`src/rtl/romulus_rho_stream.sv`:
```
// romulus_rho_stream: 128-bit Romulus state S with a handshaked rho datapath.
// One message block streams through S as BEATS beats of BUSW bits. Each beat
// works on the top BUSW bits of S, then S rotates left by BUSW, so the byte
// order is restored after a full pass. Partial blocks are padded by len.
module romulus_rho_stream #(
  parameter int BUSW   = 32,
  parameter bit PAD_EN = 1'b1
) (
  input  logic            clk,
  input  logic            rst_n,
  input  logic            start,
  input  logic [1:0]      mode,
  input  logic [4:0]      len,
  input  logic            clr,
  input  logic            tbc_we,
  input  logic [127:0]    tbc_state,
  output logic [127:0]    state_o,
  input  logic [BUSW-1:0] pdi_data,
  input  logic            pdi_valid,
  output logic            pdi_ready,
  output logic [BUSW-1:0] pdo_data,
  output logic            pdo_valid,
  input  logic            pdo_ready,
  output logic            busy,
  output logic            done
);

  localparam int BEATS = 128 / BUSW;
  localparam int NB    = BUSW / 8;

  typedef enum logic [1:0] {IDLE = 2'b00, RUN = 2'b01, FLUSH = 2'b10} fsm_t;

  fsm_t            fsm_r;
  logic [127:0]    s_r;
  logic [3:0]      cnt_r;
  logic [1:0]      mode_r;
  logic [4:0]      len_r;
  logic [BUSW-1:0] pdo_data_r;
  logic            pdo_valid_r;
  logic            done_r;

  logic [4:0]      len_eff_s;
  logic [BUSW-1:0] top_s;
  logic [BUSW-1:0] m_s;
  logic [BUSW-1:0] out_s;
  logic [127:0]    next_s_s;
  logic            beat_fire_s;
  logic            last_beat_s;
  logic            pdi_ready_s;

  // Romulus G on one byte: shift right, new MSB = b0 ^ b7.
  function automatic logic [7:0] g_byte(input logic [7:0] b);
    return {b[0] ^ b[7], b[7:1]};
  endfunction

  assign state_o   = s_r;
  assign pdo_data  = pdo_data_r;
  assign pdo_valid = pdo_valid_r;
  assign busy      = (fsm_r != IDLE);
  assign done      = done_r;
  assign pdi_ready = pdi_ready_s;

  // Effective block length: padding off or an out-of-range len means full block.
  always_comb begin
    if (!PAD_EN || (len_r > 5'd16)) begin
      len_eff_s = 5'd16;
    end else begin
      len_eff_s = len_r;
    end
  end

  // Handshake qualifiers: a beat advances when its input and output sides can both move.
  always_comb begin
    pdi_ready_s = (fsm_r == RUN) && (mode_r != 2'b11) &&
                  ((mode_r == 2'b00) || !pdo_valid_r || pdo_ready);
    if (mode_r == 2'b11) begin
      beat_fire_s = (fsm_r == RUN) && (!pdo_valid_r || pdo_ready);
    end else begin
      beat_fire_s = pdi_valid && pdi_ready_s;
    end
    last_beat_s = (cnt_r == 4'(BEATS - 1));
  end

  // Per-byte rho datapath for the current beat, including padding and output masking.
  always_comb begin : rho_dp
    logic [7:0] idx;
    logic [7:0] pb;
    logic [7:0] gb;
    logic [7:0] src;
    logic [7:0] padb;
    logic [7:0] ob;
    logic       keep;
    idx   = 8'd0;
    pb    = 8'd0;
    gb    = 8'd0;
    src   = 8'd0;
    padb  = 8'd0;
    ob    = 8'd0;
    keep  = 1'b0;
    top_s = s_r[127 -: BUSW];
    m_s   = '0;
    out_s = '0;
    for (int j = 0; j < NB; j++) begin
      idx  = 8'(cnt_r) * 8'(NB) + 8'(j);
      pb   = pdi_data[BUSW-1-8*j -: 8];
      gb   = g_byte(top_s[BUSW-1-8*j -: 8]);
      keep = (idx < {3'b000, len_eff_s});
      if ((idx == 8'd15) && (len_eff_s < 5'd16)) begin
        padb = {3'b000, len_eff_s};
      end else begin
        padb = 8'd0;
      end
      if (mode_r == 2'b10) begin
        src = pb ^ gb;
      end else begin
        src = pb;
      end
      case (mode_r)
        2'b01:   ob = pb ^ gb;
        2'b10:   ob = src;
        2'b11:   ob = gb;
        default: ob = 8'd0;
      endcase
      if (mode_r == 2'b11) begin
        m_s[BUSW-1-8*j -: 8] = 8'd0;
      end else begin
        m_s[BUSW-1-8*j -: 8] = keep ? src : padb;
      end
      out_s[BUSW-1-8*j -: 8] = keep ? ob : 8'd0;
    end
    next_s_s = (s_r << BUSW) | 128'(top_s ^ m_s);
  end

  // Control FSM, state register S and registered pdo/done outputs.
  always_ff @(posedge clk or negedge rst_n) begin
    if (!rst_n) begin
      fsm_r       <= IDLE;
      s_r         <= 128'd0;
      cnt_r       <= 4'd0;
      mode_r      <= 2'b00;
      len_r       <= 5'd0;
      pdo_data_r  <= '0;
      pdo_valid_r <= 1'b0;
      done_r      <= 1'b0;
    end else begin
      done_r <= 1'b0;
      if (pdo_valid_r && pdo_ready) begin
        pdo_valid_r <= 1'b0;
      end
      case (fsm_r)
        IDLE: begin
          if (clr) begin
            s_r <= 128'd0;
          end else if (tbc_we) begin
            s_r <= tbc_state;
          end
          if (start) begin
            fsm_r  <= RUN;
            mode_r <= mode;
            len_r  <= len;
            cnt_r  <= 4'd0;
          end
        end
        RUN: begin
          if (beat_fire_s) begin
            s_r <= next_s_s;
            if (mode_r != 2'b00) begin
              pdo_data_r  <= out_s;
              pdo_valid_r <= 1'b1;
            end
            if (last_beat_s) begin
              cnt_r <= 4'd0;
              if (mode_r == 2'b00) begin
                fsm_r  <= IDLE;
                done_r <= 1'b1;
              end else begin
                fsm_r <= FLUSH;
              end
            end else begin
              cnt_r <= cnt_r + 4'd1;
            end
          end
        end
        FLUSH: begin
          if (pdo_valid_r && pdo_ready) begin
            fsm_r  <= IDLE;
            done_r <= 1'b1;
          end
        end
        default: fsm_r <= IDLE;
      endcase
    end
  end

endmodule

```
`config.mk`:
```
export PLATFORM = sky130hd
export DESIGN_NAME = romulus_rho_stream
export DESIGN_NICKNAME = d
export VERILOG_FILES = /design/src/rtl/romulus_rho_stream.sv
export SDC_FILE = /design/constraint.sdc
export NUM_CORES = 1
export LEC_CHECK = 0
export BUFFER_PORTS_ARGS = -buffer_cell sky130_fd_sc_hd__buf_2
export CAP_MARGIN = 20
export CELL_PAD_IN_SITES_DETAIL_PLACEMENT = 2
export CELL_PAD_IN_SITES_GLOBAL_PLACEMENT = 2
export CORE_MARGIN = 2
export CORE_UTILIZATION = 30
export CTS_BUF_LIST = sky130_fd_sc_hd__clkbuf_8
export CTS_CLUSTER_DIAMETER = 120
export DETAILED_ROUTE_END_ITERATION = 10
export GPL_ROUTABILITY_DRIVEN = 0
export PLACE_DENSITY = 0.92
export RECOVER_POWER = 100
export SYNTH_ARGS = -nofsm -noshare
export SYNTH_HDL_FRONTEND = slang
export SYNTH_SLANG_ARGS = --single-unit
```
`constraint.sdc`:
```
create_clock -name clk -period 3 [get_ports clk]
set_input_delay 0.15 -clock clk [delete_from_list [all_inputs] [get_ports clk]]
set_output_delay 0.15 -clock clk [all_outputs]
set_load 0.02 [all_outputs]
```
==> parameters.txt <==
Parameter                              Value

Logic synthesis
  Syn Inst Count ... a little over 1000
  Async set-reset flop share out of synthesis ... 100%
  Most frequent cells after synthesis ... sky130_fd_sc_hd__nor2_1 (242), sky130_fd_sc_hd__dfrtp_1 (175), sky130_fd_sc_hd__nand2_1 (128)
  Sequential share of the synthesized area ... 46.7%
  Library cell with the highest instance count after synthesis ... sky130_fd_sc_hd__nor2_1
  Portion of synthesized cell area occupied by the leading cell type ... 46.7%
  Post-synthesis register bit count ... between 150 and 200
  Post-synthesis cell type with the largest combined area ... sky130_fd_sc_hd__dfrtp_1
  Most common flop cell mapped by yosys ... sky130_fd_sc_hd__dfrtp_1
  Net count of the mapped netlist ... 1218
  Count of unique library cells instantiated by Yosys ... between 50 and 60
  Avg Synthesized Cell Area ... about 9.1 um2
  Netlist area before placement ... approximately 9400 um2
  Leading cell types by total area after synthesis ... sky130_fd_sc_hd__dfrtp_1 (47%), sky130_fd_sc_hd__nor2_1 (9.7%), sky130_fd_sc_hd__a221oi_1 (7.8%)
  Count of flip-flops with a built-in enable after synthesis ... 0
  Count of yosys warnings during synthesis ... 0

Clock network
  CTS root buf ... sky130_fd_sc_hd__clkbuf_8
  Number of levels the H-tree was split into ... 4
  Clk pin slew, worst setup/hold paths ... roughly 0.13 ns
  Gates resized, CTS repair ... 0
  Clock buffers created by TritonCTS ... 17
  Clock tree from TritonCTS ... done
  Max clock buf depth ... 2
  Post-CTS repair timing setup buffer count ... 0
  Clock latency on the worst-skew pair ... 0.52 ns
  Clock sink count ... 175
  Cts-stage hold buffer count ... 133

Die
  Die Y-Extent ... roughly 180 um
  Total core area ... 30700 um2
  Initial core utilization ... 30.6%
  Overall die width ... 181 um
  Standard-cell rows ... 64
  Top-Level Pins ... 338
  Die Outline Area ... between 30000 and 40000 um2

Critical path
  Crit Reg-Reg Endpoint ... state_o[98]
  Number of cells on the worst reg-to-reg path ... 8
  Critical Path Source Type ... register
  Top fanout value on the critical path ... 34
  Worst EP arrival ... 3.23 ns
  Startpoint of the worst-slack reg-to-reg timing path ... fsm_r[0]
  Worst R2R Setup Slack ... between 0.15 and 0.2 ns
  Setup crit end kind ... register
  Class of the most critical setup path ... register to register
  Critical path required time ... 3.39 ns

GRT
  Global-route wire length before repair ... between 70 and 80 mm
  Tot GR Track Use ... 31.3%
  Overflow left after global routing ... 0
  Antenna violations before repair ... 9
  Via count of the first global-routing pass ... 12000
  Maximum number of pins on one net before global-route repair ... between 90 and 100

Timing
  Timing-limited maximum frequency ... 0.353 GHz
  Slew headroom ... -75.7%
  Final Hold Fails ... 0
  Post-route fraction of the period consumed by the critical path ... roughly 95%
  Final-report setup violation count ... 0
  Setup_tns ... 0 ns
  Clock period minus worst slack ... 2.84 ns
  Skew final ... ~0.037 ns
  Slew of the pin with the lowest slew margin ... approximately 2.6 ns
  Max Slew Vio Count ... 90

Placement
  Placement Cell Area ... ~11000 um2
  Placed instance count ... 1712
  Detailed-placement wirelength estimate ... 32.4 mm
  Port buffer count ... 337

Power
  PD cells ... 1390 nW/um2
  Maximum vdd drop ... between 500 and 600 uV
  Total leakage power ... ~0.0056 uW

Job
  Number of max-capacitance violations reported ... 1

Layout
  Post-Layout Inst Area ... 13000 um2
  Fraction of layout instances using a drive strength above 1 ... 17.5%
  Post-layout net count ... between 1500 and 2000
  Fin cells ... 1889
  Area Overhead vs Synth ... 38.2%

Hold path
  Hold crit path type ... primary input to register
  Cell count of the worst hold path ... 4
  Worst hold path startpoint ... pdi_data[3]
  Terminating pin of the worst hold path ... pdo_data[3]

Outcome
  Status ... finished, violations left
  Failing checks ... max-capacitance violations, max-slew violations

Drt
  First-pass detailed-route iteration total ... 6
  Routed Wire Length ... 51.9 mm
  Average via count per standard cell ... 5.62
  WL per Instance ... ~27 um
  DRC violation count after routing ... 0
  Iter 0 DRT Violations ... 806
  Vias ... approximately 11000
  Antenna-violating nets left ... 0
stage by stage:
| stage | setup WS, ns | hold WS (ns) | utilization, % | total power, uW |
|---|---|---|---|---|
| 2_1_floorplan | 0.817 | -0.146 | - | 11600 |
| 5_1_grt | -0.00416 | 0.0157 | 42.3 | 19100 |
| 3_3_place_gp | 0.354 | 0.311 | 37.5 | 15000 |
| 3_5_place_dp | 0.194 | 0.315 | 37.5 | 15700 |
| 6_report | 0.164 | 0.0341 | 42.3 | 18100 |
| 4_1_cts | 0.225 | 0.00375 | 43.1 | 17700 |
worst max path at each step:
stage                        start      endpoint  slack, ns  depth (start not counted)
after global routing      len_r[4]   state_o[31]     -0.004                          8
after floorplan           cnt_r[2]  pdo_data[21]       0.82                          6
final                     fsm_r[0]   state_o[98]       0.16                          8
after global placement    cnt_r[2]   state_o[31]       0.35                          7
after CTS                 len_r[4]   state_o[31]       0.23                          8
after detailed placement  len_r[4]   state_o[31]       0.19                          8
critical path, cell delays in order (launching register included):
cell                       delay [ns]
sky130_fd_sc_hd__dfrtp_1         0.45
sky130_fd_sc_hd__inv_1           0.15
sky130_fd_sc_hd__ha_1            0.27
sky130_fd_sc_hd__inv_1           0.15
sky130_fd_sc_hd__a22o_1          0.33
sky130_fd_sc_hd__or2_4           0.41
sky130_fd_sc_hd__clkbuf_4        0.41
sky130_fd_sc_hd__a221oi_1        0.49
sky130_fd_sc_hd__nor2_1          0.08
final cells by class:
cell class,count,area [um2]
fill,3424,17700
tap,396,495
inverter,12,45.0
sequential,175,4380
antenna,12,30.0
clock buffer,17,234
clock inverter,15,171
multi-input combinational,768,4580
timing repair buffer,494,3040
flip-flops by register name, indices dropped and copies added (netlist names):
register / count
cnt_r: 4
done: 1
fsm_r: 2
len_r: 5
mode_r: 2
pdo_data: 32
pdo_valid: 1
state_o: 128
layout by cell type, fill, tap and decap left out, types with 28 or more instances in the layout:
cell	count
sky130_fd_sc_hd__buf_2	174
sky130_fd_sc_hd__dlygate4sd3_1	133
sky130_fd_sc_hd__nand2_1	128
sky130_fd_sc_hd__a221oi_1	90
sky130_fd_sc_hd__nand3_1	28
sky130_fd_sc_hd__o21ai_0	34
sky130_fd_sc_hd__nor2_1	241
sky130_fd_sc_hd__clkbuf_1	164
sky130_fd_sc_hd__xor2_1	59
sky130_fd_sc_hd__o211ai_1	29
sky130_fd_sc_hd__dfrtp_1	175
where the power goes:
group / switching (uW) / internal [uW]
Sequential: 1700 / 3570
Clock: 1150 / 632
Combinational: 7680 / 3330
Total: 10500 / 7540
routing by layer:
metal  vias up  wire, um  share of wire, %  track usage (%)
li1       4501         -                 -                -
met1      5464     20000                39             36.5
met2       490     26100                50             54.6
met3       164      2810               5.4             5.97
met4         0      2900               5.6             15.9
met5         -         0                 0                0
cells by family after synthesis:
family / Yosys count / share of synthesized area, %
DFF: 175 / 46.7
xor gates and xnor gates: 83 / 7.74
adders and majority gates: 9 / 1.20
AOI/OAI and AO/OA: 231 / 20.0
muxes: 8 / 0.960
buffers and inverters: 92 / 4.35
and+or+nand+nor: 437 / 19.1
No activity file was read; power rests on OpenSTA's default activity.
